==> src/rtl/ps2_scancode_rx.sv <==
// ps2_scancode_rx
//   PS/2 keyboard receiver plus scan-code-set-2 decoder. Conditions the raw
//   PS/2 lines, deframes 11-bit frames and folds the E0/F0/E1 prefix bytes
//   into single key events for the arcade control mapper.
//
//   Optional feature: define PS2_PARITY_CHECK_EN to enforce odd parity. When
//   it is undefined, the parity bit is clocked in but ignored.
//
// Ports
//   clk          in   system clock (shared with the downstream mapper)
//   reset        in   synchronous, active-high
//   ps2_clk      in   raw PS/2 clock, asynchronous
//   ps2_data     in   raw PS/2 data, asynchronous
//   key_strobe   out  one-cycle pulse per decoded key event
//   key_pressed  out  1 = make, 0 = break; held until the next strobe
//   key_extended out  event was E0-prefixed; held until the next strobe
//   key_code     out  scan code without prefixes; held until the next strobe
//   frame_error  out  one-cycle pulse on a discarded frame
module ps2_scancode_rx #(
    parameter int unsigned FILTER_LEN  = 8,
    parameter int unsigned TIMEOUT_CYC = 64000
) (
    input  logic       clk,
    input  logic       reset,
    input  logic       ps2_clk,
    input  logic       ps2_data,
    output logic       key_strobe,
    output logic       key_pressed,
    output logic       key_extended,
    output logic [7:0] key_code,
    output logic       frame_error
);

    localparam int unsigned FCW = $clog2(FILTER_LEN + 1);
    localparam int unsigned TCW = $clog2(TIMEOUT_CYC + 1);
    localparam logic [FCW-1:0] FILT_LAST = FCW'(FILTER_LEN - 1);
    localparam logic [TCW-1:0] TMO_LIMIT = TCW'(TIMEOUT_CYC);

`ifdef PS2_PARITY_CHECK_EN
    localparam logic PARITY_IGNORE = 1'b0;
`else
    localparam logic PARITY_IGNORE = 1'b1;
`endif

    typedef enum logic [1:0] {
        S_IDLE,
        S_DATA,
        S_PARITY,
        S_STOP
    } state_t;

    // ------------------------------------------------------------------
    // Input synchronisers (idle-high lines preset to 1)
    // ------------------------------------------------------------------
    logic clk_s1, clk_s2, data_s1, data_s2;

    always_ff @(posedge clk) begin
        if (reset) begin
            clk_s1  <= 1'b1;
            clk_s2  <= 1'b1;
            data_s1 <= 1'b1;
            data_s2 <= 1'b1;
        end else begin
            clk_s1  <= ps2_clk;
            clk_s2  <= clk_s1;
            data_s1 <= ps2_data;
            data_s2 <= data_s1;
        end
    end

    // ------------------------------------------------------------------
    // Clock filter: the filtered level flips only after FILTER_LEN
    // consecutive samples disagree with it. Data is captured alongside the
    // fall so the FSM sees the bit that was present at the edge.
    // ------------------------------------------------------------------
    logic           clk_filt;
    logic [FCW-1:0] filt_cnt;
    logic           fall;
    logic           fall_data;

    always_ff @(posedge clk) begin
        if (reset) begin
            clk_filt  <= 1'b1;
            filt_cnt  <= '0;
            fall      <= 1'b0;
            fall_data <= 1'b1;
        end else begin
            fall <= 1'b0;
            if (clk_s2 == clk_filt) begin
                filt_cnt <= '0;
            end else if (filt_cnt == FILT_LAST) begin
                clk_filt  <= clk_s2;
                filt_cnt  <= '0;
                fall      <= clk_filt;
                fall_data <= data_s2;
            end else begin
                filt_cnt <= filt_cnt + FCW'(1);
            end
        end
    end

    // ------------------------------------------------------------------
    // Frame FSM
    // ------------------------------------------------------------------
    state_t         state, state_nx;
    logic [2:0]     bit_cnt, bit_cnt_nx;
    logic [7:0]     shift_q, shift_nx;
    logic           par_q, par_nx;
    logic [TCW-1:0] tmo_cnt;
    logic           timeout;
    logic           parity_ok;
    logic           byte_done;
    logic           frame_bad;

    always_ff @(posedge clk) begin
        if (reset) begin
            state   <= S_IDLE;
            bit_cnt <= '0;
            shift_q <= '0;
            par_q   <= 1'b0;
        end else begin
            state   <= state_nx;
            bit_cnt <= bit_cnt_nx;
            shift_q <= shift_nx;
            par_q   <= par_nx;
        end
    end

    // Cleared in IDLE and on every fall; free-runs otherwise.
    always_ff @(posedge clk) begin
        if (reset || state == S_IDLE || fall) begin
            tmo_cnt <= '0;
        end else begin
            tmo_cnt <= tmo_cnt + TCW'(1);
        end
    end

    assign timeout   = (state != S_IDLE) && (tmo_cnt == TMO_LIMIT);
    assign parity_ok = (^{shift_q, par_q}) | PARITY_IGNORE;

    always_comb begin
        state_nx   = state;
        bit_cnt_nx = bit_cnt;
        shift_nx   = shift_q;
        par_nx     = par_q;
        byte_done  = 1'b0;
        frame_bad  = 1'b0;
        // A timeout takes priority over a coincident fall, which is dropped.
        if (timeout) begin
            state_nx  = S_IDLE;
            frame_bad = 1'b1;
        end else if (fall) begin
            case (state)
                S_IDLE: begin
                    if (!fall_data) begin
                        state_nx   = S_DATA;
                        bit_cnt_nx = '0;
                    end
                end
                S_DATA: begin
                    shift_nx   = {fall_data, shift_q[7:1]};
                    bit_cnt_nx = bit_cnt + 3'd1;
                    if (bit_cnt == 3'd7) begin
                        state_nx = S_PARITY;
                    end
                end
                S_PARITY: begin
                    par_nx   = fall_data;
                    state_nx = S_STOP;
                end
                S_STOP: begin
                    state_nx = S_IDLE;
                    if (fall_data && parity_ok) begin
                        byte_done = 1'b1;
                    end else begin
                        frame_bad = 1'b1;
                    end
                end
                default: state_nx = S_IDLE;
            endcase
        end
    end

    // ------------------------------------------------------------------
    // Byte decoder and registered outputs
    // ------------------------------------------------------------------
    logic       ext_flag;
    logic       rel_flag;
    logic [2:0] skip_cnt;

    always_ff @(posedge clk) begin
        if (reset) begin
            key_strobe   <= 1'b0;
            key_pressed  <= 1'b0;
            key_extended <= 1'b0;
            key_code     <= '0;
            frame_error  <= 1'b0;
            ext_flag     <= 1'b0;
            rel_flag     <= 1'b0;
            skip_cnt     <= '0;
        end else begin
            key_strobe  <= 1'b0;
            frame_error <= frame_bad;
            if (byte_done) begin
                if (skip_cnt != 3'd0) begin
                    skip_cnt <= skip_cnt - 3'd1;
                end else begin
                    case (shift_q)
                        8'hE1: begin
                            // Remaining seven bytes of the Pause sequence.
                            skip_cnt <= 3'd7;
                            ext_flag <= 1'b0;
                            rel_flag <= 1'b0;
                        end
                        8'hE0: ext_flag <= 1'b1;
                        8'hF0: rel_flag <= 1'b1;
                        8'h00, 8'hAA, 8'hEE, 8'hFA, 8'hFE, 8'hFF: begin
                            ext_flag <= 1'b0;
                            rel_flag <= 1'b0;
                        end
                        default: begin
                            key_strobe   <= 1'b1;
                            key_code     <= shift_q;
                            key_pressed  <= ~rel_flag;
                            key_extended <= ext_flag;
                            ext_flag     <= 1'b0;
                            rel_flag     <= 1'b0;
                        end
                    endcase
                end
            end
        end
    end

endmodule

==> config.mk <==
export PLATFORM = sky130hd
export DESIGN_NAME = ps2_scancode_rx
export DESIGN_NICKNAME = d
export VERILOG_FILES = /design/src/rtl/ps2_scancode_rx.sv
export SDC_FILE = /design/constraint.sdc
export NUM_CORES = 1
export LEC_CHECK = 0
export BUFFER_PORTS_ARGS = -buffer_cell sky130_fd_sc_hd__buf_2
export CORE_ASPECT_RATIO = 1.75
export CORE_MARGIN = 8
export CORE_UTILIZATION = 30
export CTS_CLUSTER_DIAMETER = 80
export DETAILED_ROUTE_END_ITERATION = 16
export RECOVER_POWER = 50
export REMOVE_ABC_BUFFERS = 1
export SYNTH_ARGS = -nofsm -noshare
export SYNTH_HDL_FRONTEND = slang
export SYNTH_SLANG_ARGS = --single-unit
==> constraint.sdc <==
create_clock -name clk -period 1.9 [get_ports clk]
set_clock_uncertainty 0.05 [all_clocks]
set_input_delay 0.095 -clock clk [delete_from_list [all_inputs] [get_ports clk]]
set_output_delay 0.095 -clock clk [all_outputs]
set_load 0.02 [all_outputs]
# Word level (Yosys, flattened, before mapping)
# Cells that the tools add are included.
# word_totals
reg_bits,57
latch_bits,0
mem_bits_rw,0
rom_bits,0
in_bits,4
out_inout_bits,12
wordCells,90
memories,0
# op_classes
addsub,4
multipliers,0
n_div,0
n_lt_le_gt_ge,0
eq_ne,17
n_shift,0
muxes,18
bitwise,9
n_reduce_logical,22
# op_table
cell,n
== test 8 bit (second input constant),8
adder 16 x 1 -> 16 bit (second input constant),1
== test 16 bit (second input constant),1
AND reduction 3 bit,5
2-to-1 mux 1 bit,9
2-to-1 mux 3 bit,3
NOT 1 bit,9
OR reduction 3 bit,3
OR reduction 9 bit,1
logical NOT 8 bit,1
one-hot mux 2 bit (4 select lines),1
one-hot mux 3 bit (2 select lines),1
nonzero test 2 bit,3
adder 4 x 1 -> 4 bit (second input constant),1
== test 2 bit (second input constant),2
== test 4 x 3 -> 1 bit (second input constant),1
2-to-1 mux 2 bit,2
!= test 2 bit (second input constant),2
one-hot mux 1 bit (2 select lines),2
AND reduction 2 bit,2
AND reduction 4 bit,1
adder 3 x 1 -> 3 bit (second input constant),1
== test 3 bit (second input constant),1
nonzero test 3 bit,1
other kinds (7),8

# Logic depth before layout (Yosys ltp)
# Gate-level depths: netlist (run 1).
# depth
word_depth,6
depth_mapped,8
mapped_depth_nobuf,7

# Worst setup path after synthesis (run 1)
# OpenSTA, ideal clock, no wires.
# synth_timing
kind,register to register
startpoint,register state[0]
endpoint,register bit_cnt[1]
setup_ns,0.128
t_arrival_ns,1.786
required_ns,1.722
setup_slack_ns,-0.064
path_stages_with_launch,9
path_buffers,1
period_less_slack_ns,1.964
path_cell_list,dfxtp_1 inv_1 ha_1 nand4bb_1 nor4_4 nor2_1 buf_2 a32oi_1 nor2_1
# synth_via
elab_chain_cells,4
word_cells_on_any_way,9
classes_between,eq/ne: 2; mux: 1; bitwise: 1; reduce/logical: 5
# synth_lines
item,line_no,source
"start, declared",105,"state_t state, state_nx;"
"start signal, assigned",122,state <= state_nx;
"parallel branches: the longest is 4 deep, another holds AND reduction 4 bit",n/a,
"end signal, assigned",123,bit_cnt <= bit_cnt_nx;
"end, declared",106,"logic [2:0] bit_cnt, bit_cnt_nx;"
# Several ways; the timed one is not identified.
# A chain may end at the register's enable or synchronous reset.

# Worst setup path in the final report (run 1)
# layout_timing
startpoint,register tmo_cnt[3]
endpoint,register skip_cnt[2]
# layout_via
elab_chain_cells,4
# layout_lines
item,line_no,source
"start, declared",109,logic [TCW-1:0] tmo_cnt;
"start signal, assigned",134,tmo_cnt <= tmo_cnt + TCW'(1);
== test 16 bit,138,assign timeout = (state != S_IDLE) && (tmo_cnt == TMO_LIMIT);
logical AND 1 bit,138,
2-to-1 mux 1 bit,149,if (timeout) begin
AND reduction 2 bit (no line),n/a,
"end signal, assigned",206,skip_cnt <= skip_cnt - 3'd1;
"end, declared",189,logic [2:0] skip_cnt;
# Every way passes these cells.

==> run_results.csv, run 1 <==
group,metric,value,unit
run_status,status,"finished clean",
cts,h-tree-depth,3,
routing,wl_per_cell,11.9,um
routing,highest-signal-layer,"met4",
routing,drc,0,
synth,synthAdderAreaFrac,0.0554,
routing,drt_iter0_markers,64,
synth,synth_seq_cells,57,
routing,wl,5.11,mm
min_path,min-delay-start,"data_s1$_SDFF_PP1_",
timing,worst_hold_slack,0.356,ns
global_routing,grt_start_max_net_pins,29,
timing,rsz0062_at_grt,"yes",
routing,ant_nets,0,
final_layout,area_growth,32.6,%
worst_setup_path,critical_path_arrival,2.06,ns
worst_setup_path,start_kind,"register",
placement,dp_cells,406,
final_layout,final_cells,428,
final_layout,diodes,0,
flow_run,cap_violations,0,
final_layout,drive_gt1_frac,0.226,
timing,tightest_slew,0.432,ns
final_layout,multi_input_area,1280,um^2
worst_setup_path,r2r_start,"tmo_cnt[3]$_SDFF_PP0_",
final_layout,fillers,821,
timing,min_period,1.89,ns
synth,ys.flop_type,"dfxtp_1",
placement,gp_congestion,0.746,
synth,synth_area,2480,um^2
worst_setup_path,endpoint_kind,"register",
synth,synth_compound_area_frac,0.0962,
floorplan,rows,44,
routing,route.vias.total,2082,
min_path,worstHoldPathType,"reg -> reg",
placement,dpl.hpwl,3.66,mm
final_layout,final-seq-area,1140,um^2
power_and_ir_drop,worst_ir_drop_vdd,0.436,mV
routing,viasPerCell,4.86,
synth,synth_xor_area_frac,0.0493,
cts,insertion_delay,0.33,ns
synth,muxShareOfSynthArea,0.0488,
worst_setup_path,required,2.07,ns
timing,slew_headroom,0.705,
final_layout,fin_util,0.404,
worst_setup_path,cp_max_fo,5,
routing,wl_met3,181,um
floorplan,die_h,136,um
power_and_ir_drop,switching_power,0.000554,W
timing,setup_violations,0,
timing,finalMaxSlewViolations,0,
synth,ys_async_sr_fraction,0,
timing,max_freq,0.529,GHz
floorplan,dieArea,11600,um^2
power_and_ir_drop,leakage,1.22,nW
routing,wl_met2,2.72,mm
power_and_ir_drop,clkPwrFrac,0.585,
synth,synth_top_family_by_area,"simple AND/OR/NAND/NOR gates",
final_layout,finalInstanceArea,3300,um^2
placement,place_area,2870,um^2
power_and_ir_drop,p_seq_frac,0.404,
synth,syn_avg_cell_area,8.94,um^2
worst_setup_path,rr_endpoint,"skip_cnt[2]$_SDFFE_PP0P_",
floorplan,coreArea,8150,um^2
cts,clockBufferDepth,2,
power_and_ir_drop,power_density,905,nW/um^2
floorplan,die_w,84.8,um
min_path,holdPathEnd,"data_s2$_SDFF_PP1_",
cts,cts.sinks,57,
worst_setup_path,reg2reg_slack,0.01,ns
floorplan,io-pin-count,16,
worst_setup_path,worstSetupPathType,"reg -> reg",
cts,cts_root_buf,"clkbuf_16",
global_routing,grt_pass1_vias,1992,
synth,netlist_instances,278,
synth,yosys.area_share.simple,0.249,
synth,synth_edf_count,0,
final_layout,nets,346,
global_routing,grt_usage,0.0976,
placement,numPortBuffers,15,
synth,ys_seq_area_frac,0.459,
routing,routedLengthMet1,2.00,mm
global_routing,grt_first_pass_wirelength,8.69,mm
synth,yosys_warnings,0,
min_path,min_path_cells,1,
global_routing,antenna_found_initial,0,
final_layout,final_common_cell,"dfxtp_1",
synth,synth_cell_types,46,
power_and_ir_drop,combPwrFrac,0.011,
worst_setup_path,rr_worst_depth,6,
power_and_ir_drop,total_power,0.00298,W
cts,cts_buffers,9,
power_and_ir_drop,internal_power,0.00243,W
cts,cts_tree,"built",
timing,report.final.hold_viol_count,0,
timing,period_share,0.995,
routing,firstDrtPassIters,4,
global_routing,grt_overflow,0,
final_layout,final_cell_mix,"dfxtp_1, buf_4, nand2_1, nor2_1, nor3_1",
power_and_ir_drop,sw_frac_of_total,0.186,
cts,clk_pin_slew_worst_paths,0.05,ns
floorplan,start_util,0.305,
-- how the worst max path moves through the flow --
stage,cells after the start,slack (ns),from,endpoint
6_report,6,0.01,tmo_cnt[3]$_SDFF_PP0_,skip_cnt[2]$_SDFFE_PP0P_
5_1_grt,6,-0.03,tmo_cnt[7]$_SDFF_PP0_,skip_cnt[1]$_SDFFE_PP0P_
4_1_cts,6,0.0002,shift_q[0]$_SDFFE_PP0P_,key_code[3]$_SDFFE_PP0P_
3_5_place_dp,8,-0.03,tmo_cnt[0]$_SDFF_PP0_,key_code[1]$_SDFFE_PP0P_
3_3_place_gp,6,0.005,tmo_cnt[8]$_SDFF_PP0_,key_code[1]$_SDFFE_PP0P_
2_1_floorplan,7,-0.25,state[0]$_SDFFE_PP0P_,bit_cnt[1]$_SDFFE_PP0P_
-- registers in the layout, indices dropped and copies added, names as in the netlist, 2 cells and up --
register and flops:
state 2, bit_cnt 3, skip_cnt 3, filt_cnt 4, tmo_cnt 16, key_code 8
shift_q 8
-- stage by stage --
step | setup TNS, ns | setup slack [ns]
detailed placement | -0.173 | -0.0275
finish | 0 | 0.00954
CTS | 0 | 0.000191
global placement | 0 | 0.00469
global route | -0.0611 | -0.0313
floorplan | -5.04 | -0.253
-- synth_stat cells, types with 3 or more instances --
| cell | count | area share |
|---|---|---|
| and3_1 | 3 | 0.0076 |
| dfxtp_1 | 57 | 0.46 |
| nand3_1 | 8 | 0.016 |
| clkbuf_1 | 9 | 0.014 |
| nand4_1 | 3 | 0.0076 |
| nand2b_1 | 6 | 0.015 |
| o21ai_0 | 12 | 0.024 |
| nor2_1 | 24 | 0.036 |
| or3_1 | 7 | 0.018 |
| nand2_1 | 32 | 0.048 |
| xnor2_1 | 11 | 0.039 |
| nor3_1 | 16 | 0.032 |
| nand3b_1 | 3 | 0.0091 |
| mux2i_1 | 11 | 0.044 |
| inv_1 | 13 | 0.020 |
| a21oi_1 | 13 | 0.026 |
| ha_1 | 11 | 0.055 |
| xor2_1 | 3 | 0.011 |
| or2_2 | 4 | 0.010 |
-- final cells by class --
cell class,count,area share
multi-input combinational,195,0.389
sequential,57,0.347
timing repair buffer,54,0.112
clock buffer,11,0.0767
tap,92,0.0349
clock inverter,5,0.0235
inverter,14,0.0159
-- timing repair --
action	4_1_cts	5_1_grt
gates resized for setup	5	7
endpoints found under the setup margin	11	22
gates cloned	1	0
hold buffers	3	0
hold endpoints to repair	6	0
pin swaps	1	4
buffers inserted	1	1
-- critical path, stage by stage (launching register included) --
cell and delay, ns:
dfxtp_1 0.30, or4_4 0.54, nor4_4 0.25, buf_4 0.19, nand3b_1 0.18, nor3_1 0.06
a31o_2 0.21
-- logic make-up after synthesis --
group,after synthesis
AOI/OAI and AO/OA,39
xor gates and xnor gates,14
adders and majority gates,11
buffers and inverters,26
DFF,57
muxes,12
and+or+nand+nor,119
-- metal layers --
| layer | GRT usage | vias to the layer above |
|---|---|---|
| li1 | - | 1065 |
| met1 | 0.0871 | 975 |
| met2 | 0.176 | 28 |
| met3 | 0.0242 | 14 |
| met4 | 0.0927 | 0 |
| met5 | 0 | - |
-- power by group through the flow --
stage	logic [W]	registers [W]	clock network, W
floorplan	0.0000105	0.00123	0
global placement	0.0000294	0.00123	0
detailed placement	0.0000296	0.00123	0
CTS	0.0000343	0.00120	0.00178
global route	0.0000384	0.00120	0.00184
finish	0.0000340	0.00120	0.00174
No activity file was read; power rests on OpenSTA's default activity.
==> inputs of run 2 (changes only) <==
- ABC_AREA: default -> 1
- SLEW_MARGIN: default -> 20
==> run_results.csv, run 2 <==
group,metric,value,unit
placement,gp_congestion,0.832,
final_layout,fin_util,0.355,
cts,cts_buffers,9,
timing,min_period,1.73,ns
worst_setup_path,cpMaxStageDelayCell,"dfxtp_1",
global_routing,grt_pass1_vias,2482,
cts,cts_root_buf,"clkbuf_16",
final_layout,nets,434,
timing,period_share,0.909,
timing,setup_violations,0,
cts,cts.sinks,57,
final_layout,drive_gt1_frac,0.170,
worst_setup_path,critPathTopFamily,"simple AND/OR/NAND/NOR gates",
worst_setup_path,start_kind,"register",
cts,cts_tree,"built",
floorplan,dieArea,13100,um^2
power_and_ir_drop,leakage,1.30,nW
routing,viasPerCell,4.47,
synth,yosys.area.top_type,"dfxtp_1",
global_routing,grt_start_max_net_pins,19,
cts,h-tree-depth,3,
floorplan,io-pin-count,16,
worst_setup_path,cp_max_fo,16,
timing,slew_headroom,0.631,
routing,route.vias.total,2442,
synth,yosys_warnings,0,
synth,ys.flop_type,"dfxtp_1",
final_layout,diodes,0,
synth,netlist_instances,394,
flow_run,cap_violations,0,
final_layout,fillers,1021,
placement,numPortBuffers,15,
synth,synth_cell_types,36,
routing,firstDrtPassIters,4,
timing,max_freq,0.579,GHz
worst_setup_path,endpoint_kind,"register",
worst_setup_path,critical_path_arrival,1.93,ns
routing,wl_per_cell,11.1,um
placement,dpl.hpwl,4.63,mm
synth,yosysMostFrequentCell,"nand2_1",
global_routing,grt_first_pass_wirelength,10.5,mm
cts,clockBufferDepth,2,
worst_setup_path,required,2.10,ns
power_and_ir_drop,total_power,0.00265,W
synth,synth_common_cells,"nand2_1, nor2_1, dfxtp_1",
final_layout,final_cell_mix,"nand2_1, nor2_1, dfxtp_1, inv_1, a21oi_1",
cts,clk_pin_slew_worst_paths,0.05,ns
power_and_ir_drop,worst_ir_drop_vdd,0.426,mV
floorplan,coreArea,9410,um^2
synth,synth_edf_count,0,
routing,drc,0,
floorplan,die_h,146,um
final_layout,final_common_cell,"nand2_1",
final_layout,largest_reg_flops,16,
worst_setup_path,worst_path_most_repeated_cell,"inv_1",
final_layout,top_register,"tmo_cnt",
power_and_ir_drop,power_density,794,nW/um^2
final_layout,top_regs,"tmo_cnt x16, key_code x8, shift_q x8",
floorplan,die_w,90.1,um
min_path,worstHoldPathType,"in -> reg",
routing,drt_iter0_markers,77,
global_routing,grt_overflow,0,
placement,dp_slack,0.221,ns
floorplan,start_util,0.306,
worst_setup_path,max_stage_delay,0.37,ns
cts,insertion_delay,0.33,ns
final_layout,area_growth,15.7,%
timing,finalMaxSlewViolations,0,
synth,ys_seq_area_frac,0.396,
worst_setup_path,crit_buf_inv,2,
floorplan,rows,47,
synth,synth.area.top_cells,"dfxtp_1, nand2_1, nor2_1, inv_1, ha_1",
synth,synth_top_area_share,0.396,
timing,report.final.hold_viol_count,0,
synth,synth_area,2880,um^2
global_routing,antenna_found_initial,0,
routing,wl,6.09,mm
synth,syn_avg_cell_area,7.32,um^2
global_routing,grt_usage,0.0992,
routing,ant_nets,0,
worst_setup_path,worstSetupPathType,"reg -> reg",
run_status,status,"finished clean",
worst_setup_path,crit_chain,"inv_1 > ha_1 > inv_1 > nand4_1 > nor2_1 > nand2_2 > nand3_4 > o21ai_0 > a21oi_1",
synth,synth_seq_cells,57,
timing,tightest_slew,0.553,ns
synth,ys_async_sr_fraction,0,
timing,setup_slack,0.172,ns
[run 2: cell count changes after synthesis, sizes merged, moves of 6 or more]
cell,before,now
nand3,8,22
nor2,25,81
nand2b,6,0
a21oi,13,26
xnor2,11,1
mux2i,11,0
o21ai,12,20
clkbuf,9,2
nor3,16,5
nand2,32,87
inv,13,57
or3,7,0
[run 2: kinds of logic after synthesis]
kind of cell	count (synthesis)	share of synthesized area
buf+inv	65	0.0985
simple gates	208	0.359
flops	57	0.396
xor+xnor	2	0.00608
compound gates	51	0.0929
fa+ha+maj	11	0.0477
[run 2: repair_timing]
item                                    in CTS  in global routing
setup buffers                                0                  1
hold buffers                                 2                  0
endpoints found under the hold margin        2                  0
endpoints found under the setup margin       0                  1
gates resized for setup                      0                  0
[run 2: metal layers]
layer	vias to the layer above	track usage	part of all wire
met5	-	0	0
met4	0	0.0595	0.033
met3	17	0.0387	0.048
met2	38	0.188	0.55
met1	1100	0.0833	0.37
li1	1287	-	-
[run 2: final timing paths]
kind	endpoint	cells after the start	startpoint	slack, ns
setup / recovery	shift_q[2]$_SDFFE_PP0P_	9	state[0]$_SDFFE_PP0P_	0.17
hold / removal	bit_cnt[1]$_SDFFE_PP0P_	3	reset	0.09
setup reg to reg	shift_q[2]$_SDFFE_PP0P_	9	state[0]$_SDFFE_PP0P_	0.17
hold reg to reg	data_s2$_SDFF_PP1_	1	data_s1$_SDFF_PP1_	0.35
[run 2: final cells by class]
cell class                      count  area (um^2)  area share
Clock inverter                      6         35.0      0.0105
Sequential cell                    57         1140       0.342
Multi-Input combinational cell    272         1450       0.434
Clock buffer                       10          229      0.0686
Tap cell                          122          153      0.0458
Timing Repair Buffer               21          110      0.0330
Inverter                           58          220      0.0660
[run 2: stage by stage]
stage | hold WS (ns) | std cells | cell area, um^2 | setup TNS (ns)
floorplan | 0.114 | 387 | 2820 | 0
global placement | 0.229 | 527 | 3070 | 0
detailed placement | 0.233 | 527 | 3070 | 0
CTS | 0.0805 | 545 | 3350 | 0
global route | 0.111 | 546 | 3340 | -0.00364
finish | 0.0917 | 546 | 3340 | 0
[run 2: power breakdown]
group	total [W]	switching (W)	internal, W
Combinational	0.0000402	0.0000239	0.0000163
Clock	0.00140	0.000536	0.000868
Sequential	0.00120	0.00000175	0.00120
[run 2: worst min-delay path: stages]
cell,delay [ns]
buf_2,0.09
buf_4,0.18
a21oi_1,0.06
==> inputs of run 3 (changes only) <==
- CORE_ASPECT_RATIO: 1.75 -> 0.9
==> run_results.csv, run 3 (synthesis results as in run 2) <==
group,metric,value,unit
flow_run,cap_violations,0,
global_routing,grt_pass1_vias,2316,
timing,setup_violations,0,
floorplan,dieArea,13000,um^2
timing,tns,0,ns
worst_setup_path,critical_path_arrival,1.86,ns
floorplan,die_h,109,um
worst_setup_path,rr_endpoint,"shift_q[1]$_SDFFE_PP0P_",
power_and_ir_drop,p_seq_frac,0.478,
final_layout,drive_gt1_frac,0.168,
worst_setup_path,cp_max_fo,16,
final_layout,final_cell_mix,"nand2_1, nor2_1, dfxtp_1, inv_1, a21oi_1",
global_routing,grt_usage,0.0945,
cts,cts.sinks,57,
floorplan,die_w,119,um
worst_setup_path,rr_worst_depth,9,
timing,tightest_slew,0.364,ns
timing,finalMaxSlewViolations,0,
worst_setup_path,r2r_start,"state[0]$_SDFFE_PP0P_",
timing,rsz0062_at_grt,"no",
routing,route.vias.total,2339,
timing,report.final.hold_viol_count,0,
cts,post_cts_buffers,0,
worst_setup_path,crit_path_start,"state[0]$_SDFFE_PP0P_",
final_layout,area_growth,14.1,%
power_and_ir_drop,internal_power,0.00196,W
placement,gp_congestion,0.837,
routing,viasPerCell,4.27,
final_layout,final-seq-area,1140,um^2
worst_setup_path,endpoint_kind,"register",
global_routing,grt_start_max_net_pins,21,
timing,min_period,1.64,ns
run_status,status,"finished clean",
global_routing,grt_first_pass_wirelength,9.98,mm
cts,clockBufferDepth,2,
routing,drc,0,
placement,dpl.hpwl,3.99,mm
cts,cts_buffers,9,
power_and_ir_drop,switching_power,0.000551,W
cts,postCtsHoldBufs,2,
final_layout,top_regs,"tmo_cnt x16, key_code x8, shift_q x8",
timing,max_freq,0.612,GHz
floorplan,coreArea,9530,um^2
final_layout,fin_util,0.345,
timing,slew_headroom,0.757,
global_routing,antenna_found_initial,0,
min_path,min_path_cells,2,
routing,wl_per_cell,9.88,um
power_and_ir_drop,worst_ir_drop_vdd,0.388,mV
min_path,worstHoldPathType,"in -> reg",
final_layout,multi_input_area,1450,um^2
floorplan,start_util,0.303,
final_layout,final_common_cell,"nand2_1",
final_layout,nets,432,
routing,firstDrtPassIters,4,
placement,numPortBuffers,15,
final_layout,diodes,0,
final_layout,fillers,1042,
cts,insertion_delay,0.34,ns
cts,cts_root_buf,"clkbuf_8",
min_path,min-delay-start,"reset",
routing,drt_iter0_markers,72,
global_routing,grt_overflow,0,
final_layout,top_register,"tmo_cnt",
worst_setup_path,reg2reg_slack,0.26,ns
worst_setup_path,worstSetupPathType,"reg -> reg",
worst_setup_path,start_kind,"register",
min_path,holdPathEnd,"bit_cnt[0]$_SDFFE_PP0P_",
cts,clk_pin_slew_worst_paths,0.07,ns
routing,ant_nets,0,
final_layout,largest_reg_flops,16,
worst_setup_path,required,2.13,ns
cts,cts_resized,0,
cts,h-tree-depth,3,
power_and_ir_drop,clkPwrFrac,0.507,
floorplan,rows,34,
power_and_ir_drop,power_density,764,nW/um^2
power_and_ir_drop,sw_frac_of_total,0.219,
cts,cts_tree,"built",
power_and_ir_drop,leakage,1.27,nW
power_and_ir_drop,combPwrFrac,0.015,
floorplan,io-pin-count,16,
timing,period_share,0.861,
routing,wl,5.42,mm
[run 3: changes by cell type in the layout (fill, tap and decap cells not counted), moves of 3 or more]
cell       delta
clkinv_4      +3
clkbuf_8      +9
buf_4         -3
clkinv_2      -4
clkbuf_16     -9
[run 3: area by class of cell]
cell class / count / share of cell area
multi-input combinational: 272 / 0.441
clock buffer: 9 / 0.0376
clock inverter: 7 / 0.0312
sequential: 57 / 0.347
inverter: 58 / 0.0669
timing repair buffer: 19 / 0.0281
tap: 126 / 0.0479
[run 3: worst max-delay path, cell delays in order (launching register included)]
cell,delay [ns]
dfxtp_1,0.38
inv_1,0.08
ha_1,0.25
inv_1,0.10
nand4_1,0.08
nor2_1,0.13
nand2_2,0.13
nand3_4,0.17
o21ai_0,0.10
a21oi_1,0.11
[run 3: worst max path at each step]
stage	to	slack [ns]	cells past startpoint
global route	shift_q[1]$_SDFFE_PP0P_	0.02	9
finish	shift_q[1]$_SDFFE_PP0P_	0.26	9
CTS	shift_q[1]$_SDFFE_PP0P_	0.26	9
global placement	shift_q[3]$_SDFFE_PP0P_	0.32	9
detailed placement	shift_q[3]$_SDFFE_PP0P_	0.26	9
floorplan	tmo_cnt[2]$_SDFF_PP0_	0.16	5
[run 3: per-layer routing]
layer / track usage / vias to the layer above / wire length [um]
met4: 0.0356 / 0 / 87
met1: 0.110 / 1024 / 2730
met3: 0.0424 / 6 / 264
met2: 0.152 / 34 / 2330
met5: 0 / - / 0
li1: - / 1275 / -
[run 3: power groups by stage]
stage | Sequential (W) | Clock [W] | Combinational (W)
floorplan | 0.00123 | 0 | 0.0000218
global placement | 0.00123 | 0 | 0.0000343
detailed placement | 0.00123 | 0 | 0.0000347
CTS | 0.00120 | 0.00132 | 0.0000381
global route | 0.00120 | 0.00138 | 0.0000432
finish | 0.00120 | 0.00127 | 0.0000373
[run 3: stage by stage]
| step | power, W | hold WS [ns] | cells | worst slack [ns] | instance area [um^2] |
|---|---|---|---|---|---|
| final | 0.00251 | 0.0519 | 548 | 0.265 | 3290 |
| after CTS | 0.00256 | 0.0346 | 548 | 0.258 | 3310 |
| after floorplan | 0.00125 | 0.114 | 387 | 0.157 | 2820 |
| after global placement | 0.00126 | 0.227 | 530 | 0.318 | 3070 |
| after detailed placement | 0.00126 | 0.230 | 530 | 0.261 | 3070 |
| after global routing | 0.00262 | 0.0598 | 548 | 0.0203 | 3290 |
